**config.mk**
```make
export PLATFORM = sky130hd
export DESIGN_NAME = sar_sequencer
export DESIGN_NICKNAME = d
export VERILOG_FILES = /design/src/rtl/sar_sequencer.sv
export SDC_FILE = /design/constraint.sdc
export NUM_CORES = 1
export LEC_CHECK = 0
export ABC_CLOCK_PERIOD_IN_PS = 4100
export BUFFER_PORTS_ARGS = -buffer_cell sky130_fd_sc_hd__buf_2
export CAP_MARGIN = 25
export CORE_MARGIN = 1.5
export CORE_UTILIZATION = 40
export CTS_CLUSTER_DIAMETER = 120
export DETAILED_ROUTE_END_ITERATION = 12
export PLACE_DENSITY = 0.6
export SLEW_MARGIN = 15
export SYNTH_ARGS = -nofsm -noshare
export SYNTH_HDL_FRONTEND = slang
export SYNTH_SLANG_ARGS = --single-unit
```
**constraint.sdc**
```tcl
create_clock -name CLK -period 4.1 [get_ports CLK]
set_clock_uncertainty 0.05 [all_clocks]
set_input_delay 0.615 -clock CLK [delete_from_list [all_inputs] [get_ports CLK]]
set_output_delay 0.615 -clock CLK [all_outputs]
set_load 0.01 [all_outputs]
```
**src/rtl/sar_sequencer.sv**
```systemverilog
// Successive-approximation sequencer: clears the bit slices, then walks MSB to LSB
// driving trial codes to the DAC, pulsing one slice enable per decision.
module sar_sequencer #(
   parameter int NBITS  = 8,
   parameter int SETTLE = 2
) (
   input  logic             CLK,
   input  logic             VRESETB,
   input  logic             VSTART,
   input  logic             VCOMP,
   output logic             VSLICE_RST,
   output logic [NBITS-1:0] VENABLE,
   output logic [NBITS-1:0] VDAC,
   output logic [NBITS-1:0] DOUT,
   output logic             VBUSY,
   output logic             VDONE
);

   localparam int IW = (NBITS > 1) ? $clog2(NBITS) : 1;
   localparam logic [IW-1:0]    IDX_MSB_C     = IW'(NBITS - 1);
   localparam logic [IW-1:0]    IDX_ONE_C     = IW'(1);
   localparam logic [IW-1:0]    IDX_ZERO_C    = IW'(0);
   localparam logic [3:0]       SETTLE_LAST_C = 4'(SETTLE - 1);
   localparam logic [NBITS-1:0] ONE_C         = {{(NBITS-1){1'b0}}, 1'b1};
   localparam logic [NBITS-1:0] ZERO_C        = {NBITS{1'b0}};

   typedef enum logic [2:0] {
      S_IDLE   = 3'd0,
      S_CLEAR  = 3'd1,
      S_TRIAL  = 3'd2,
      S_DECIDE = 3'd3,
      S_DONE   = 3'd4
   } state_t;

   state_t           state_r, state_nxt_s;
   logic [IW-1:0]    idx_r, idx_nxt_s;
   logic [3:0]       cnt_r, cnt_nxt_s;
   logic [NBITS-1:0] acc_r, acc_nxt_s;

   logic             slice_rst_r, slice_rst_nxt_s;
   logic [NBITS-1:0] enable_r, enable_nxt_s;
   logic [NBITS-1:0] dac_r, dac_nxt_s;
   logic [NBITS-1:0] dout_r, dout_nxt_s;
   logic             busy_r, busy_nxt_s;
   logic             done_r, done_nxt_s;

   // State and datapath registers
   always_ff @(posedge CLK or negedge VRESETB) begin
      if (!VRESETB) begin
         state_r <= S_IDLE;
         idx_r   <= IDX_ZERO_C;
         cnt_r   <= 4'd0;
         acc_r   <= ZERO_C;
      end else begin
         state_r <= state_nxt_s;
         idx_r   <= idx_nxt_s;
         cnt_r   <= cnt_nxt_s;
         acc_r   <= acc_nxt_s;
      end
   end

   // Next-state decode; unknown encodings fall back to IDLE
   always_comb begin
      state_nxt_s = S_IDLE;
      case (state_r)
         S_IDLE: begin
            if (VSTART) state_nxt_s = S_CLEAR;
            else        state_nxt_s = S_IDLE;
         end
         S_CLEAR: state_nxt_s = S_TRIAL;
         S_TRIAL: begin
            if (cnt_r == SETTLE_LAST_C) state_nxt_s = S_DECIDE;
            else                        state_nxt_s = S_TRIAL;
         end
         S_DECIDE: begin
            if (idx_r == IDX_ZERO_C) state_nxt_s = S_DONE;
            else                     state_nxt_s = S_TRIAL;
         end
         S_DONE:  state_nxt_s = S_IDLE;
         default: state_nxt_s = S_IDLE;
      endcase
   end

   // Bit index, settle counter and working code; VCOMP only matters in DECIDE
   always_comb begin
      acc_nxt_s = acc_r;
      idx_nxt_s = idx_r;
      cnt_nxt_s = cnt_r;
      case (state_r)
         S_CLEAR: begin
            acc_nxt_s = ZERO_C;
            idx_nxt_s = IDX_MSB_C;
            cnt_nxt_s = 4'd0;
         end
         S_TRIAL: cnt_nxt_s = cnt_r + 4'd1;
         S_DECIDE: begin
            acc_nxt_s[idx_r] = VCOMP;
            if (idx_r != IDX_ZERO_C) begin
               idx_nxt_s = idx_r - IDX_ONE_C;
               cnt_nxt_s = 4'd0;
            end else begin
               idx_nxt_s = idx_r;
               cnt_nxt_s = cnt_r;
            end
         end
         default: begin
            acc_nxt_s = acc_r;
         end
      endcase
   end

   // Moore outputs computed from the state being entered, then registered
   always_comb begin
      slice_rst_nxt_s = 1'b0;
      enable_nxt_s    = ZERO_C;
      dac_nxt_s       = acc_nxt_s;
      dout_nxt_s      = dout_r;
      busy_nxt_s      = 1'b0;
      done_nxt_s      = 1'b0;
      case (state_nxt_s)
         S_IDLE: dac_nxt_s = acc_nxt_s;
         S_CLEAR: begin
            slice_rst_nxt_s = 1'b1;
            busy_nxt_s      = 1'b1;
         end
         S_TRIAL: begin
            busy_nxt_s = 1'b1;
            dac_nxt_s  = acc_nxt_s | (ONE_C << idx_nxt_s);
         end
         S_DECIDE: begin
            busy_nxt_s   = 1'b1;
            dac_nxt_s    = acc_nxt_s | (ONE_C << idx_nxt_s);
            enable_nxt_s = ONE_C << idx_nxt_s;
         end
         S_DONE: begin
            done_nxt_s = 1'b1;
            dout_nxt_s = acc_nxt_s;
         end
         default: dac_nxt_s = acc_nxt_s;
      endcase
   end

   // Output registers; slices stay in reset while VRESETB is low
   always_ff @(posedge CLK or negedge VRESETB) begin
      if (!VRESETB) begin
         slice_rst_r <= 1'b1;
         enable_r    <= ZERO_C;
         dac_r       <= ZERO_C;
         dout_r      <= ZERO_C;
         busy_r      <= 1'b0;
         done_r      <= 1'b0;
      end else begin
         slice_rst_r <= slice_rst_nxt_s;
         enable_r    <= enable_nxt_s;
         dac_r       <= dac_nxt_s;
         dout_r      <= dout_nxt_s;
         busy_r      <= busy_nxt_s;
         done_r      <= done_nxt_s;
      end
   end

   assign VSLICE_RST = slice_rst_r;
   assign VENABLE    = enable_r;
   assign VDAC       = dac_r;
   assign DOUT       = dout_r;
   assign VBUSY      = busy_r;
   assign VDONE      = done_r;

endmodule

```
==> impl_results.md, run 1 <==
- EDFF count, synth: 0
- Worst hold slack: roughly 0.24 ns
- Antenna violations before repair: 0
- Hold Buf Count CTS: 0
- Design Power: 1.56 mW
- Drt drc: 0
- Maximum number of pins on one net before global-route repair: 46
- CTS clk-pin slew, worst paths: 0.09 ns
- Die height: 73.6 um
- Seq/Total Area, Yosys: 56.5%
- Post-Syn Area: 0.00200 sq mm
- Hold/Removal Path Class: in2async
- DP HPWL: 2.72 mm
- Die X: 73.6 um
- Proportion of layout cells with a drive suffix above 1: about 29%
- Synthesized area per cell: 10.8 sq um
- YS warnings: 0
- Die Area: 0.00542 sq mm
- Ys flop type: dfrtp_1
- Async set or reset register ratio after synthesis: 100%
- Max_cap viols: 0
- Post-CTS sizing: 0
- GR Util All Layers: 16.1%
- Syn_nets: 192
- CTS tree: done
- Clock Tree Root: clkbuf_8
- Clock sink count: between 40 and 50
- Critical path launch point type: register
- Gpl congestion: 0.791
- Slew margin rel.: 43.3%
- WL final: 3.97 mm
- Area post-placement: between 0.002 and 0.0025 sq mm
- I/O pin cnt: 31
- CTS max path bufs: 2
- Vias in the first global route: between 1000 and 1500
- Crit path max fanout: 12
- Max VDD drop: 0.000375 V
- Setup violators final: 0
- Final period utilization: approximately three fifths
- Buffers on Ports: 30
- Post-CTS Setup Bufs: 0
- Layout Nets: 221
- Placed cell count: 272
- Initial Util: 42.0%
- Fmax: 0.400 GHz
- Worst EP required: approximately 4.3 ns
- Fill cells: 484
- Leakage: 1.18 nW
- Fin util: 48.8%
- Synthesized flop and latch total: 45
- Crit. End Element: register
- Non-filler cells, final: 281
- CTS buffer count: 5
- Worst Path Arrival: 2.65 ns
- Worst Max-Slew Pin Slew: 0.850 ns
- WS Path Type: reg2reg
- First-pass GRT wire length: 6.48 mm
- Skew-Pair Late Insertion Delay: 0.29 ns
- Vias: 1396
- TNS Setup: 0 ns
- Pre-CTS WS: roughly 1.6 ns
- Post-Syn Instances: 184
- Fin. Hold Viols: 0
- DR pass1 iterations: 4
- N_diodes: 0
- Synthesis-to-finish area growth: 16.3%
- Row Count: 25
- Finished layout cell area: 0.00232 sq mm
- Pins over their slew limit: 0
- Detailed Route Iter0 Violations: 39
- ANT nets after route: 0
- H-Tree Depth: 2
- DR WL/cell: 14.1 um
- Status: finished clean
- Worst setup margin: 1.60 ns
- Vias/cell: 4.97
- Min Tclk post-route: 2.50 ns
- Core area: 0.00475 sq mm
- Remaining global-route overflow: 0
- RSZ-0062 raised after global routing: false
- Distinct cells, synth: 46
- Pwr per Cell Area: 673 mW/mm^2
## worst max-delay path: stages, from the launching register on
cell     delay [ns]
dfrtp_1        0.55
inv_1          0.11
ha_1           0.25
nor2b_2        0.20
o32ai_2        0.78
inv_2          0.19
nor4_1         0.26
## cell usage in the layout (no fill, tap or decap), drive strengths merged, types with 2 or more instances in the layout
master,instances
dfrtp,44
buf,31
o21ai,25
inv,17
nand2,16
nor3,7
clkbuf,6
nand2b,5
a21oi,5
a22oi,5
nor2,5
nor3b,4
nor4,4
ha,4
and3b,3
a22o,3
a31oi,3
nor2b,3
or2,2
a31o,2
mux2,2
nor4b,2
## state kept, by name (all words and copies together) (netlist names)
register	cells
DOUT	8
VDAC	8
VENABLE	8
acc_r	8
cnt_r	4
idx_r	3
state_r	3
VBUSY	1
VDONE	1
VSLICE_RST	1
## path summary, 6_finish.rpt
check	start	to	slack, ns	cells after the start
worst max-delay path	idx_r[0]	VENABLE[6]	1.60	6
worst min-delay path	VRESETB	DOUT[3]	0.24	1
worst max register to register	idx_r[0]	VENABLE[6]	1.60	6
worst min register to register	DOUT[5]	DOUT[5]	0.43	2
max in group asynchronous	VRESETB	idx_r[2]	3.28	2
min in group CLK	DOUT[5]	DOUT[5]	0.43	2
## Yosys cell counts, drive strengths merged (2+ instances only)
cell type / instances / area (sq um)
a21oi: 5 / 25.0
a22o: 3 / 26.3
a22oi: 5 / 37.5
a31o: 2 / 17.5
a31oi: 3 / 25.0
and3b: 3 / 26.3
buf: 7 / 40.0
clkbuf: 2 / 7.51
dfrtp: 44 / 1100
ha: 4 / 50.1
inv: 17 / 63.8
mux2: 2 / 22.5
nand2: 16 / 62.6
nand2b: 5 / 31.3
nor2: 5 / 21.3
nor2b: 3 / 21.3
nor3: 7 / 45.0
nor3b: 4 / 30.0
nor4: 4 / 25.0
nor4b: 2 / 23.8
o21ai: 25 / 133
or2: 2 / 12.5
## kinds of logic after synthesis
family	after synthesis	synth area share, %
AND/OR/NAND/NOR	56	16.8
adder cells (fa/ha/maj)	4	2.51
multiplexers	2	1.13
flip-flops	45	56.5
AO/OA/AOI/OAI	51	17.5
buffers and inverters	26	5.58
## layer usage
layer  routed length, um  vias up  global-route usage, %
met4                  42        0                   6.17
li1                    -      704                      -
met5                   0        -                      0
met1                1970      663                   22.5
met2                1810       25                   24.0
met3                 152        4                   3.84
## power by group
part | switching [mW] | total [mW] | internal, mW
combinational | 0.339 | 0.559 | 0.220
sequential | 0.104 | 0.668 | 0.564
clock | 0.152 | 0.335 | 0.183
total | 0.595 | 1.56 | 0.967
## final cells by class
cell class | count | area [sq um] | area share, %
inverters | 17 | 63.8 | 2.75
multi-input cells | 113 | 757 | 32.6
repair buffers | 31 | 178 | 7.65
clock inverters | 2 | 38.8 | 1.67
well taps | 67 | 83.8 | 3.61
clock buffers | 6 | 72.6 | 3.13
flip-flops and latches | 45 | 1130 | 48.6
Power figures use the tool's default switching activity.
==> inputs of run 2 (changes only) <==
- ABC_CLOCK_PERIOD_IN_PS: 4100 -> 2100
- PLACE_DENSITY: 0.6 -> 0.62
- clock period: 4.1 -> 2.1 ns (I/O delays scaled with it)
==> run 2 against run 1 <==
Effect of this change:
- total power rose by 100%
- wire length fell by 0.18%
- count of clock-buffer cells in the layout grew 1
- critical path type unchanged
==> impl_results.md, run 2 (synthesis gave the netlist of run 1 again) <==
- Pins over their slew limit: 0 (unchanged)
- CTS buffer count: 5 (unchanged)
- Crit. End Element: register
- I/O pin cnt: 31 (unchanged)
- Hold/Removal Path Class: in2async
- Placed cell count: 281 (+3.3%)
- First-pass GRT wire length: 6.78 mm (+4.6%)
- Critical path launch point type: register
- H-Tree Depth: 2 (unchanged)
- Worst Path Arrival: 2.07 ns (-0.58 ns)
- DR pass1 iterations: 4 (unchanged)
- RSZ-0062 raised after global routing: false
- Antenna violations before repair: 0 (unchanged)
- Crit path max fanout: 4 (-8)
- GR Util All Layers: 16.4% (+0.39 points)
- Setup violators final: 0 (unchanged)
- WL final: 3.96 mm (-0.18%)
- Post-CTS sizing: 0 (unchanged)
- Most frequent cells in the layout: dfrtp_1 (44), buf_2 (30), o21ai_0 (21)
- Gpl congestion: 0.877 (+11%)
- Layout Nets: 229 (+3.6%)
- Area post-placement: 0.00225 sq mm (+3.1%)
- Commonest non-fill, non-tap cell in the layout: dfrtp_1
- Crit-path max cell delay: 0.45 ns (-0.33 ns)
- Initial Util: 42.0% (unchanged)
- Final period utilization: 90.4% (+29 points)
- Worst EP required: 2.27 ns (-1.98 ns)
- Slew margin rel.: 62.0% (+19 points)
- Fmax: 0.527 GHz (+32%)
- Worst Max-Slew Pin Slew: 0.568 ns (-0.282 ns)
- Synthesis-to-finish area growth: 18.6%
- Skew-Pair Late Insertion Delay: 0.29 ns (about the same)
- DP HPWL: 2.83 mm (+4.0%)
- Worst path slowest cell: or3b_4
- WS Path Type: reg2reg
- TNS Setup: 0 ns (unchanged)
- Drt drc: 0 (unchanged)
- CTS max path bufs: 2 (unchanged)
- Leakage: 1.21 nW (+2.8%)
- Clock Tree Root: clkbuf_8
- Pwr per Cell Area: 1330 mW/mm^2 (+98%)
- Fin. Hold Viols: 0 (unchanged)
- Worst R2R Setup Slack: 0.20 ns (-1.40 ns)
- GR Layer Usage met2: 26.5% (+2.5 points)
- Top Usage Layer GRT: met2
- Vias/cell: 5.05 (+1.7%)
- Met1 usage: 21.6% (-0.93 points)
- Max_cap viols: 0 (unchanged)
- ANT nets after route: 0 (unchanged)
- N_diodes: 0 (unchanged)
- Crit-path cells: inv_1, ha_1, or2_2, a221oi_2, or3b_4, nor3_2
- Min Tclk post-route: 1.90 ns (-0.602 ns)
- Post-CTS Setup Bufs: 0 (unchanged)
- Row Count: 25 (unchanged)
- Maximum number of pins on one net before global-route repair: 46 (unchanged)
- Core area: 0.00475 sq mm (unchanged)
- Vias in the first global route: 1424 (+10%)
- Proportion of layout cells with a drive suffix above 1: 31.1% (+2.6 points)
- Die X: 73.6 um (unchanged)
- Die height: 73.6 um (unchanged)
- Met3 usage: 3.84% (unchanged)
- Detailed Route Iter0 Violations: 56 (+44%)
- Buffers on Ports: 30 (unchanged)
- CTS clk-pin slew, worst paths: 0.08 ns (about the same)
- Finished layout cell area: 0.00237 sq mm (+1.9%)
- Status: finished clean
- Remaining global-route overflow: 0 (unchanged)
- Hold Buf Count CTS: 0 (unchanged)
- Design Power: 3.15 mW (+100%)
- CTS tree: done
- Clock sink count: 45 (unchanged)
- Die Area: 0.00542 sq mm (unchanged)
- DR WL/cell: 13.7 um (-2.9%)
- Non-filler cells, final: 289 (+2.8%)
- Vias: 1460 (+4.6%)
- Max VDD drop: 0.000707 V (+88%)
-- run 2: cell count changes in the layout (fill, tap and decap cells not counted) --
cell | previous run | this run
buf_16 | 1 | 0
buf_4 | 0 | 9
clkbuf_8 | 5 | 6
clkinv_4 | 1 | 0
o21ai_0 | 22 | 21
o21ai_1 | 1 | 2
-- run 2: path summary, 6_finish.rpt --
path,cells after the start,startpoint,end
worst max-delay path,6,idx_r[0],VENABLE[2]
worst min-delay path,2,VRESETB,VENABLE[2]
worst max register to register,6,idx_r[0],VENABLE[2]
worst min register to register,2,DOUT[2],DOUT[2]
max in group asynchronous,2,VRESETB,acc_r[7]
min in group CLK,2,VSTART,VSLICE_RST
-- run 2: final cells by class --
type	count	area, sq um
Fill cell	464	2390
Inverter	17	63.8
Timing Repair Buffer	39	218
Clock buffer	7	86.3
Sequential cell	45	1130
Multi-Input combinational cell	113	757
Clock inverter	1	30.0
Tap cell	67	83.8
-- run 2: report_power, final --
part	internal [mW]	total (mW)	switching (mW)
Combinational	0.500	1.25	0.749
Sequential	1.10	1.25	0.143
Clock	0.388	0.660	0.272
-- run 2: per-stage QoR --
step / util (%) / worst slack (ns) / hold slack (ns)
after floorplan: - / 0.0416 / -0.0306
after global placement: 47.3 / 0.242 / 0.382
after detailed placement: 47.3 / 0.205 / 0.378
after CTS: 49.8 / 0.192 / 0.0547
after global routing: 49.8 / 0.0657 / 0.0861
final: 49.8 / 0.202 / 0.0364
-- run 2: worst max-delay path: cells and delay by family, from the launching register on --
kind	cells	cell delay, ns
flops	1	0.35
compound gates	1	0.25
simple gates	3	0.88
fa+ha+maj	1	0.24
buf+inv	1	0.06
-- run 2: per-layer routing --
metal	part of all wire [%]	routed length, um	vias up
li1	-	-	720
met1	47	1870	706
met2	47	1870	27
met3	3.5	140	7
met4	2.2	89	0
met5	0	0	-
==> inputs of run 3 (changes only) <==
- CELL_PAD_IN_SITES_DETAIL_PLACEMENT: unset -> 1
- CELL_PAD_IN_SITES_GLOBAL_PLACEMENT: unset -> 2
- CORE_UTILIZATION: 40 -> 32
- PLACE_DENSITY: 0.62 -> 0.73
==> run 3 against run 2 <==
Effect of this change:
- die area up 24%
- via count rose by 1.2%
- count of clock-buffer cells in the layout unchanged
- total power is 1.2% lower
- critical path depth did not move
- final area grew 1.9%
- first-iteration DRC count increased by 29%
- combinational power grew 7%
- global-route usage down 0.49 points
- fmax decreased by 0.86%
- sequential share of layout area decreased by 0.89 points
- flip-flop and latch count unchanged
==> impl_results.md, run 3 (synthesis gave the netlist of run 1 again) <==
- Endpoint with the worst hold slack: VSLICE_RST
- CTS clk-pin slew, worst paths: 0.08 ns (about the same)
- DR WL met2: 2.34 mm (+25%)
- CTS max path bufs: 2 (unchanged)
- Pre-CTS WS: 0.144 ns (-0.0610 ns)
- Vias: 1478 (+1.2%)
- RSZ-0062 raised after global routing: false
- Layout Nets: 234 (+2.2%)
- DR WL/cell: 15.6 um (+13%)
- GR Util All Layers: 15.9% (-0.49 points)
- DR pass1 iterations: 4 (unchanged)
- Crit path max fanout: 4 (unchanged)
- Remaining global-route overflow: 0 (unchanged)
- I/O pin cnt: 31 (unchanged)
- Hold/Removal Path Class: in2reg
- WL met1: 2.16 mm (+16%)
- Clock sink count: 45 (unchanged)
- Finished layout cell area: 0.00241 sq mm (+1.9%)
- Buffers on Ports: 30 (unchanged)
- Maximum number of pins on one net before global-route repair: 24 (-48%)
- Placed cell count: 293 (+4.3%)
- Initial Util: 33.5% (-8.5 points)
- ANT nets after route: 0 (unchanged)
- Fmax: 0.522 GHz (-0.86%)
- Leakage: 1.23 nW (+1.3%)
- Worst EP required: 2.27 ns (about the same)
- TNS Setup: 0 ns (unchanged)
- Fin util: 40.5% (-9.3 points)
- Cells on worst reg2reg path: 6 (unchanged)
- Top Metal Used: met4
- Fill cells: 694 (+50%)
- Worst hold slack: 0.231 ns (+0.194 ns)
- Hold Startpoint: VSTART
- Synthesis-to-finish area growth: 20.8%
- Die height: 82.0 um (+11%)
- Detailed Route Iter0 Violations: 72 (+29%)
- Drt drc: 0 (unchanged)
- First-pass GRT wire length: 7.96 mm (+17%)
- CTS tree: done
- Commonest non-fill, non-tap cell in the layout: dfrtp_1
- Pins over their slew limit: 0 (unchanged)
- Worst Max-Slew Pin Slew: 0.547 ns (-0.0205 ns)
- Die Area: 0.00672 sq mm (+24%)
- WS Path Type: reg2reg
- Worst setup margin: 0.185 ns (-0.0165 ns)
- Max_cap viols: 0 (unchanged)
- Vias/cell: 4.89 (-3.1%)
- Worst Path Arrival: 2.08 ns (about the same)
- Max VDD drop: 0.000592 V (-16%)
- FF-to-FF End: VENABLE[2]
- Fin. Hold Viols: 0 (unchanged)
- Non-filler cells, final: 302 (+4.5%)
- Post-CTS Setup Bufs: 0 (unchanged)
- Pwr per Cell Area: 1290 mW/mm^2 (-3.1%)
- Design Power: 3.12 mW (-1.2%)
- Clock Tree Root: clkbuf_8
- Worst Hold Depth: 2
- Status: finished clean
- Core area: 0.00596 sq mm (+25%)
- DR WL met3: 134 um (-4.3%)
- N_diodes: 0 (unchanged)
- CTS buffer count: 5 (unchanged)
- Final period utilization: 91.2% (+0.79 points)
- H-Tree Depth: 2 (unchanged)
- Skew-Pair Late Insertion Delay: 0.30 ns (about the same)
- Die X: 82.0 um (+11%)
- WL final: 4.70 mm (+19%)
- Crit. End Element: register
- Antenna violations before repair: 0 (unchanged)
- Worst R2R Setup Slack: 0.19 ns (-0.02 ns)
- Vias in the first global route: 1541 (+8.2%)
- Reg-to-Reg Start: idx_r[0]
- Most frequent cells in the layout: dfrtp_1 (44), buf_2 (30), o21ai_0 (22)
- Setup violators final: 0 (unchanged)
- Row Count: 28 (+12%)
- Min Tclk post-route: 1.91 ns (+0.0165 ns)
- DP HPWL: 3.47 mm (+23%)
- Area post-placement: 0.00231 sq mm (+2.9%)
- Gpl congestion: 0.753 (-14%)
- Slew margin rel.: 63.5% (+1.5 points)
- Proportion of layout cells with a drive suffix above 1: 31.7% (+0.64 points)
- Critical path launch point type: register
## run 3: how the worst max path moves through the flow
stage	from	endpoint	slack, ns	cells after the start
after floorplan	idx_r[1]	VDAC[2]	0.04	7
after global placement	idx_r[0]	VENABLE[3]	0.23	6
after detailed placement	idx_r[0]	VENABLE[4]	0.14	7
after CTS	idx_r[0]	VENABLE[4]	0.12	7
after global routing	idx_r[0]	VENABLE[2]	0.05	6
final	idx_r[0]	VENABLE[2]	0.19	6
## run 3: layout make-up
class / instances / area (sq um) / share of cell area, %
timing repair buffer: 44 / 283 / 11.7
inverter: 17 / 63.8 / 2.65
tap: 75 / 93.8 / 3.89
clock inverter: 1 / 5.00 / 0.208
sequential: 45 / 1130 / 46.8
clock buffer: 7 / 76.3 / 3.17
multi-input combinational: 113 / 762 / 31.6
## run 3: layer usage
metal	track usage [%]	vias up
met1	19.6	719
met4	5.59	0
met2	27.4	23
met3	3.44	7
li1	-	729
met5	0	-
## run 3: timing repair
item,4_1_cts,5_1_grt
endpoints found under the hold margin,21,0
hold buffers,1,0
setup endpoints to repair,0,1
resized for setup,0,1
## run 3: critical path, stage by stage (launching register included)
cell and delay [ns]:
dfrtp_1 0.36, inv_1 0.06, ha_1 0.24, or2_2 0.31
a221oi_2 0.25, or3b_4 0.45, nor3_2 0.12
## run 3: where the power goes
part | leakage (nW) | switching, mW | total (mW) | internal [mW]
Clock | 0.0422 | 0.286 | 0.520 | 0.234
Combinational | 0.615 | 0.792 | 1.34 | 0.553
Sequential | 0.574 | 0.150 | 1.25 | 1.10
Total | 1.23 | 1.23 | 3.12 | 1.89
